[src/rtl/asteroid_controller.sv]
// asteroid_controller: owns one asteroid's position. It spawns the asteroid
// at a pseudo-random column, drops it down the screen once per movement
// tick, and retires it on a hit or when it reaches the bottom. After a
// respawn delay it spawns the asteroid again.
// Pulse outputs (asteroid_hit, asteroid_missed, respawn) are registered and
// are high for exactly one clock. Only one of them is high in any cycle.
// A decision made in cycle N appears on the outputs in cycle N+1.
module asteroid_controller #(
    parameter int SCREEN_W      = 160,
    parameter int SCREEN_H      = 120,
    parameter int AST_W         = 8,
    parameter int AST_H         = 9,
    parameter int TICK_DIV      = 833333,
    parameter int STEP          = 1,
    parameter int RESPAWN_TICKS = 30
) (
    input  logic       clock,
    input  logic       resetn,
    input  logic       start,
    input  logic       destroyasteroid,
    input  logic       gameover,
    output logic [7:0] asteroidx,
    output logic [6:0] asteroidy,
    output logic       asteroid_active,
    output logic       asteroid_hit,
    output logic       asteroid_missed,
    output logic       respawn,
    output logic [2:0] o_dbg_state,
    output logic [7:0] o_dbg_lfsr
);

    localparam int CNT_W  = (TICK_DIV > 1) ? $clog2(TICK_DIV) : 1;
    localparam int WAIT_W = (RESPAWN_TICKS > 1) ? $clog2(RESPAWN_TICKS + 1) : 1;
    localparam int X_MAX  = SCREEN_W - AST_W;
    localparam int Y_MAX  = SCREEN_H - AST_H;

    typedef enum logic [2:0] {
        S_IDLE  = 3'd0,
        S_SPAWN = 3'd1,
        S_FALL  = 3'd2,
        S_WAIT  = 3'd3,
        S_OVER  = 3'd4
    } state_t;

    state_t             r_state;
    state_t             w_state_nx;
    logic [CNT_W-1:0]   r_tick_cnt;
    logic [7:0]         r_lfsr;
    logic               r_start_q;
    logic [WAIT_W-1:0]  r_wait;
    logic [WAIT_W-1:0]  w_wait_nx;
    logic [7:0]         r_x;
    logic [7:0]         w_x_nx;
    logic [6:0]         r_y;
    logic [6:0]         w_y_nx;
    logic               r_active;
    logic               w_active_nx;
    logic               r_hit;
    logic               w_hit_nx;
    logic               r_missed;
    logic               w_missed_nx;
    logic               r_respawn;
    logic               w_respawn_nx;

    logic               w_tick;
    logic               w_start_rise;
    logic               w_lfsr_fb;
    logic [7:0]         w_col;
    logic [7:0]         w_y_sum;

    assign w_tick       = (r_tick_cnt == CNT_W'(TICK_DIV - 1));
    assign w_start_rise = start & ~r_start_q;
    assign w_lfsr_fb    = r_lfsr[7] ^ r_lfsr[5] ^ r_lfsr[4] ^ r_lfsr[3];
    // Fold LFSR values past the last legal column back into range.
    assign w_col        = (r_lfsr <= 8'(X_MAX)) ? r_lfsr : (r_lfsr - 8'(X_MAX + 1));
    // Nine bits of headroom are not needed; eight bits keep y+STEP from wrapping.
    assign w_y_sum      = {1'b0, r_y} + 8'(STEP);

    // Free-running movement tick divider, LFSR and start edge register.
    always_ff @(posedge clock or negedge resetn) begin
        if (!resetn) begin
            r_tick_cnt <= '0;
            r_lfsr     <= 8'hA5;
            r_start_q  <= 1'b0;
        end else begin
            r_tick_cnt <= w_tick ? '0 : (r_tick_cnt + CNT_W'(1));
            r_lfsr     <= {r_lfsr[6:0], w_lfsr_fb};
            r_start_q  <= start;
        end
    end

    // State register and registered outputs.
    always_ff @(posedge clock or negedge resetn) begin
        if (!resetn) begin
            r_state   <= S_IDLE;
            r_wait    <= '0;
            r_x       <= '0;
            r_y       <= '0;
            r_active  <= 1'b0;
            r_hit     <= 1'b0;
            r_missed  <= 1'b0;
            r_respawn <= 1'b0;
        end else begin
            r_state   <= w_state_nx;
            r_wait    <= w_wait_nx;
            r_x       <= w_x_nx;
            r_y       <= w_y_nx;
            r_active  <= w_active_nx;
            r_hit     <= w_hit_nx;
            r_missed  <= w_missed_nx;
            r_respawn <= w_respawn_nx;
        end
    end

    // Next-state and next-output decisions. Within S_FALL the priority is gameover > hit > tick.
    always_comb begin
        w_state_nx   = r_state;
        w_wait_nx    = r_wait;
        w_x_nx       = r_x;
        w_y_nx       = r_y;
        w_active_nx  = r_active;
        w_hit_nx     = 1'b0;
        w_missed_nx  = 1'b0;
        w_respawn_nx = 1'b0;
        case (r_state)
            S_IDLE: begin
                if (w_start_rise) w_state_nx = S_SPAWN;
            end
            S_SPAWN: begin
                w_x_nx       = w_col;
                w_y_nx       = '0;
                w_active_nx  = 1'b1;
                w_respawn_nx = 1'b1;
                w_wait_nx    = '0;
                w_state_nx   = S_FALL;
            end
            S_FALL: begin
                if (gameover) begin
                    w_state_nx = S_OVER;
                end else if (destroyasteroid) begin
                    w_hit_nx    = 1'b1;
                    w_active_nx = 1'b0;
                    w_wait_nx   = '0;
                    w_state_nx  = S_WAIT;
                end else if (w_tick) begin
                    if (w_y_sum > 8'(Y_MAX)) begin
                        w_missed_nx = 1'b1;
                        w_active_nx = 1'b0;
                        w_wait_nx   = '0;
                        w_state_nx  = S_WAIT;
                    end else begin
                        w_y_nx = w_y_sum[6:0];
                    end
                end
            end
            S_WAIT: begin
                w_active_nx = 1'b0;
                if (gameover) begin
                    w_state_nx = S_OVER;
                end else if (w_tick) begin
                    if (r_wait == WAIT_W'(RESPAWN_TICKS - 1)) w_state_nx = S_SPAWN;
                    else w_wait_nx = r_wait + WAIT_W'(1);
                end
            end
            S_OVER: begin
                if (w_start_rise) w_state_nx = S_SPAWN;
            end
            default: begin
                w_state_nx = S_IDLE;
            end
        endcase
    end

    assign asteroidx       = r_x;
    assign asteroidy       = r_y;
    assign asteroid_active = r_active;
    assign asteroid_hit    = r_hit;
    assign asteroid_missed = r_missed;
    assign respawn         = r_respawn;
    assign o_dbg_state     = r_state;
    assign o_dbg_lfsr      = r_lfsr;

endmodule
[config.mk]
export PLATFORM = sky130hd
export DESIGN_NAME = asteroid_controller
export DESIGN_NICKNAME = d
export VERILOG_FILES = /design/src/rtl/asteroid_controller.sv
export SDC_FILE = /design/constraint.sdc
export NUM_CORES = 1
export LEC_CHECK = 0
export CAP_MARGIN = 20
export CORE_UTILIZATION = 55
export CTS_BUF_LIST = sky130_fd_sc_hd__clkbuf_8 sky130_fd_sc_hd__clkbuf_16
export CTS_CLUSTER_DIAMETER = 40
export DETAILED_ROUTE_END_ITERATION = 10
export PLACE_DENSITY = 0.79
export RECOVER_POWER = 100
export SLEW_MARGIN = 15
export SYNTH_ARGS = -nofsm -noshare
export SYNTH_HDL_FRONTEND = slang
export SYNTH_SLANG_ARGS = --single-unit
export TNS_END_PERCENT = 100
[constraint.sdc]
create_clock -name clock -period 2.7 [get_ports clock]
set_clock_uncertainty 0.05 [all_clocks]
set_input_delay 0.405 -clock clock [delete_from_list [all_inputs] [get_ports clock]]
set_output_delay 0.405 -clock clock [all_outputs]
set_load 0.02 [all_outputs]
* Word level (Yosys, flattened, before mapping)
Index checks and enable logic that the tools add are counted.
** Word-level totals
- Flip-flop bits (word level) :: 56
- Input bits :: 5
- Output and inout bits :: 30
- Word-level logic and storage cells :: 88
** Cells by class
- $add $sub $neg :: 4
- Magnitude comparators :: 2
- Equality and inequality tests :: 20
- Multiplexer cells :: 38
- Bitwise gates (word level) :: 5
- Reduce and logical (&&, ||, !) cells :: 8
** Operator list (number)
- $mux W5 :: 7
- $mux W7 :: 4
- $mux W3 :: 8
- $add A20 B1 Y20 const B :: 1
- $eq A20 B20 Y1 const B :: 1
- $mux W20 :: 1
- $pmux W5 S3 :: 1
- $ne A2 B2 Y1 const B :: 7
- $pmux W7 S2 :: 1
- $mux W1 :: 13
- $ne A3 B3 Y1 const B :: 4
- $pmux W3 S4 :: 1
- $reduce_and A5 Y1 :: 2
- $add A7 B1 Y8 const B :: 1
- $gt A8 B7 Y1 const B :: 1
- $le A8 B8 Y1 const B :: 1
- $mux W8 :: 1
- $ne A4 B4 Y1 const B :: 2
- $sub A8 B8 Y8 const B :: 1
- $reduce_and A7 Y1 :: 1
- $eq A3 B2 Y1 const B :: 2
- $add A5 B1 Y5 const B :: 1
- $eq A5 B5 Y1 const B :: 1
- $reduce_and A4 Y1 :: 1
- other kinds (11) :: 13

* Depth between registers and ports, before layout
- Depth after elaboration :: 7
- Mapped depth :: 8
- Depth with buffers taken out :: 7

* Worst setup path before layout
No wires, ideal clock.
- Kind :: reg-to-reg
- Start :: register r_y[0], in the netlist asteroidy[0]
- End :: register r_wait[4]
- Setup time :: 0.121 ns
- Data arrival time :: 2.341 ns
- Required time :: 2.529 ns
- Path slack :: 0.188 ns
- Cell stages (with the launch flop) :: 7
- Path buffers :: 0
- Clock period less this slack :: 2.512 ns
- Cell sequence :: dfrtp_1 > ha_1 > and3_1 > a2111oi_1 > nor3b_1 > or4_1 > a22o_1
** Between the ends
- Longest elaborated chain between the ends :: 4
** RTL lines
- start, declared :: RTL line 54 : logic [6:0] r_y;
- start signal, assigned :: RTL line 107 : r_y <= w_y_nx;
- $add A7 B1 Y8 :: RTL line 77 : assign w_y_sum = {1'b0, r_y} + 8'(STEP);
- $gt A8 B7 Y1 :: RTL line 146 : if (w_y_sum > 8'(Y_MAX)) begin
- $ne A3 B3 Y1 (no source line)
- $reduce_and A7 Y1 (no source line)
- end signal, assigned :: RTL line 105 : r_wait <= w_wait_nx;
- end, declared :: RTL line 50 : logic [WAIT_W-1:0] r_wait;
Every way passes these cells.
A chain may end at the register's enable or synchronous reset.

* Worst setup path in the final report
Ends and elaborated chain as after synthesis.

==> results.md <==
- First-pass GRT wire length: between 9 and 10 mm
- Initial antenna violation count: 0
- WHS Path Cells: 0
- Crit Path Class: reg2reg
- Final setup vio count: 0
- FF/Latch Area: roughly 1400 um2
- Clock buffer count from CTS: 5
- Yosys reg bits: 56
- Core area: ~4800 um2
- Arrival @ worst endpoint: between 2 and 3 ns
- Leak: approximately 1.6 nW
- Hold Vio Cnt, Final: 0
- Yosys top cell by area: dfrtp_1
- Final Max Slew Viols: 0
- Post-synth cell types: 53
- CTS resizes: 0
- Vias: approximately 2200
- Via count of the first global-routing pass: roughly 2100
- Hold_buf cts: 0
- Die Y-Extent: roughly 73 um
- Hold Path Class: reg2reg
- Worst-Margin Slew: 1.33 ns
- Required time worst endpoint: about 2.9 ns
- Post-Syn Nets: approximately 290
- Clk buf depth: 2
- Share of cells above drive strength 1: 0.0820
- Synth area leaders: dfrtp_1 46%, xnor2_1 4.4%, dfstp_2 3.7%
- CP Launch Point: asteroidy[0]
- Count leader, synth: dfrtp_1
- Nets: 329
- Total die area: around 5400 um2
- CP Launch Type: flip-flop
- Crit path capture type: flip-flop
- GRT Total Usage: 0.228
- Multi-input logic area: about 1300 um2
- Max-slew headroom: 0.111
- GPL Wtd Cong: slightly above 0.8
- Unrepaired setup endpoints after global routing: false
- Detailed Route Iter0 Violations: 121
- R2r endpoint: r_wait[4]
- Drc violations: 0
- I/O Pins: 35
- TNS Setup: 0 ns
- Predominant post-synthesis flop cell: dfrtp_1
- Routed wire length per instance: ~15 um
- Detail Placement HPWL: ~3.9 mm
- Cell family with most CP delay: simple AND/OR/NAND/NOR gates
- H-tree levels: 2
- Post-synthesis sequential area ratio: 0.501
- Buffers and inverters on the worst path: 1
- N_diodes: 0
- GR Overflow Total: 0
- Final ANT Viol Nets: 0
- Root Buffer: clkbuf_8
- Power density over the cells: between 500 and 600 nW/um2
- Critical path's slowest cell: or4_1
- Ys Warns: 0
- EDFF count, synth: 0
- Clk Latency, worst-skew pair: roughly 0.31 ns
- Post-synthesis cell area: between 2000 and 3000 um2
- Synthesized instance count: 275
- Worst-path maximum fanout: 6
- Final WL: between 5 and 6 mm
- CP cell instances: ha_1 > and3_1 > a2111oi_2 > buf_4 > nor3b_1 > or4_1 > a22o_1
- CP peak stage delay: roughly 0.48 ns
- Clk slew on worst S/H paths: around 0.10 ns
- Final core occ: 0.702
- Max Clock Freq: 0.397 GHz
- Fill count: 389
- Synthesized area per cell: 10.2 um2
- Max-cap violation count: 0
- FF-to-FF setup slack: around 0.18 ns
- Std-Cell Rows: 25
- Reg2Reg Launch Point: asteroidy[0]
- Status: finished, final reports clean
- Largest net degree at the start of global routing: 57
- Die width: 73.5 um
- Worst Reg-to-Reg Cells: 7
- Ys async rst share: 1.00
- Hold Crit Endpoint: o_dbg_lfsr[7]
- DR vias/cell: roughly 5.7
- I/O Buffers: 34
- Post-synth top cells: 52 x dfrtp_1, 28 x nor2_1, 18 x nand2_1
- HP Start: o_dbg_lfsr[6]
- Layout area overhead: 20.5%
- Maximum vdd drop: about 0.37 mV
- Final worst path period need: around 2.5 ns
- CTS tree: yes
- Buffers inserted by post-CTS timing repair: 0
- Clock sinks: 56
- Fin crit share: 0.933
- DR pass1 iterations: 4
- Starting Density: 0.583
- Share of the synthesized area in the top cell type: 0.463
[logic make-up (layout without fill, tap and decap cells)]
kind of cell             count (synthesis)  in the layout  synth area share
XOR/XNOR                                25             25            0.0780
AND/OR/NAND/NOR                        116            116             0.231
AO/OA/AOI/OAI                           46             46             0.111
multiplexers                             4              4            0.0152
buffers and inverters                   20             62            0.0276
flip-flops                              56             56             0.501
adder cells (fa/ha/maj)                  8              8            0.0357
[through the flow]
stage          instance area [um2]  hold WS [ns]  total power, mW  cells  setup WS [ns]
6_report                      3380         0.392             1.93    384          0.182
5_1_grt                       3380         0.407             2.02    384         0.0450
4_1_cts                       3400        0.0362             1.97    384          0.110
3_5_place_dp                  3270         0.366             1.33    376          0.152
3_3_place_gp                  3270         0.363             1.32    376          0.174
2_1_floorplan                 2810        0.0594             1.19    275          0.188
[how the worst max path moves through the flow]
stage / endpoint / slack [ns] / cells after the start
after floorplan: r_wait[4] / 0.19 / 6
after global placement: r_wait[4] / 0.17 / 6
after detailed placement: r_wait[4] / 0.15 / 7
after CTS: r_wait[4] / 0.11 / 7
after global routing: r_wait[4] / 0.05 / 7
final: r_wait[4] / 0.18 / 7
[cells in the final DEF (no fill, tap or decap), types with 3 or more instances in the layout]
cell and n:
o211ai_1 3, nor3_1 7, dfstp_1 3, buf_4 5, nand3_1 12, dfrtp_1 52, nor2b_1 6, clkbuf_8 5
or3_1 5, dlygate4sd3_1 31, nor2_1 28, xor2_1 11, nand3b_1 4, or4_1 3, and4_1 4, nand4_1 4
inv_1 13, a21oi_1 7, ha_1 8, and3_1 8, nand2_1 18, nand2b_1 4, a21o_1 3, a31oi_1 6
o21ai_0 13, xnor2_1 14
[area by class of cell]
class,instances,area share
multi-input cells,199,0.393
clock inverters,3,0.0189
well taps,67,0.0248
repair buffers,42,0.114
inverters,12,0.0133
clock buffers,5,0.0203
flip-flops and latches,56,0.416
[state kept, by name, indices dropped and copies added (netlist names)]
signal,count
asteroid_active,1
asteroid_hit,1
asteroid_missed,1
asteroidx,8
asteroidy,7
o_dbg_lfsr,8
o_dbg_state,3
r_start_q,1
r_tick_cnt,20
r_wait,5
respawn,1
[layer usage]
layer / GRT usage / share of wire / vias up
met3: 0.0370 / 0.032 / 10
met2: 0.377 / 0.49 / 55
met4: 0.0940 / 0.021 / 0
li1: - / - / 1058
met5: 0 / 0 / -
met1: 0.298 / 0.45 / 1079
[where the power goes]
group / internal, mW / switching [mW]
registers: 0.880 / 0.0588
clock network: 0.367 / 0.260
logic: 0.145 / 0.216
total: 1.39 / 0.535
(Power assumes the default switching activity.)
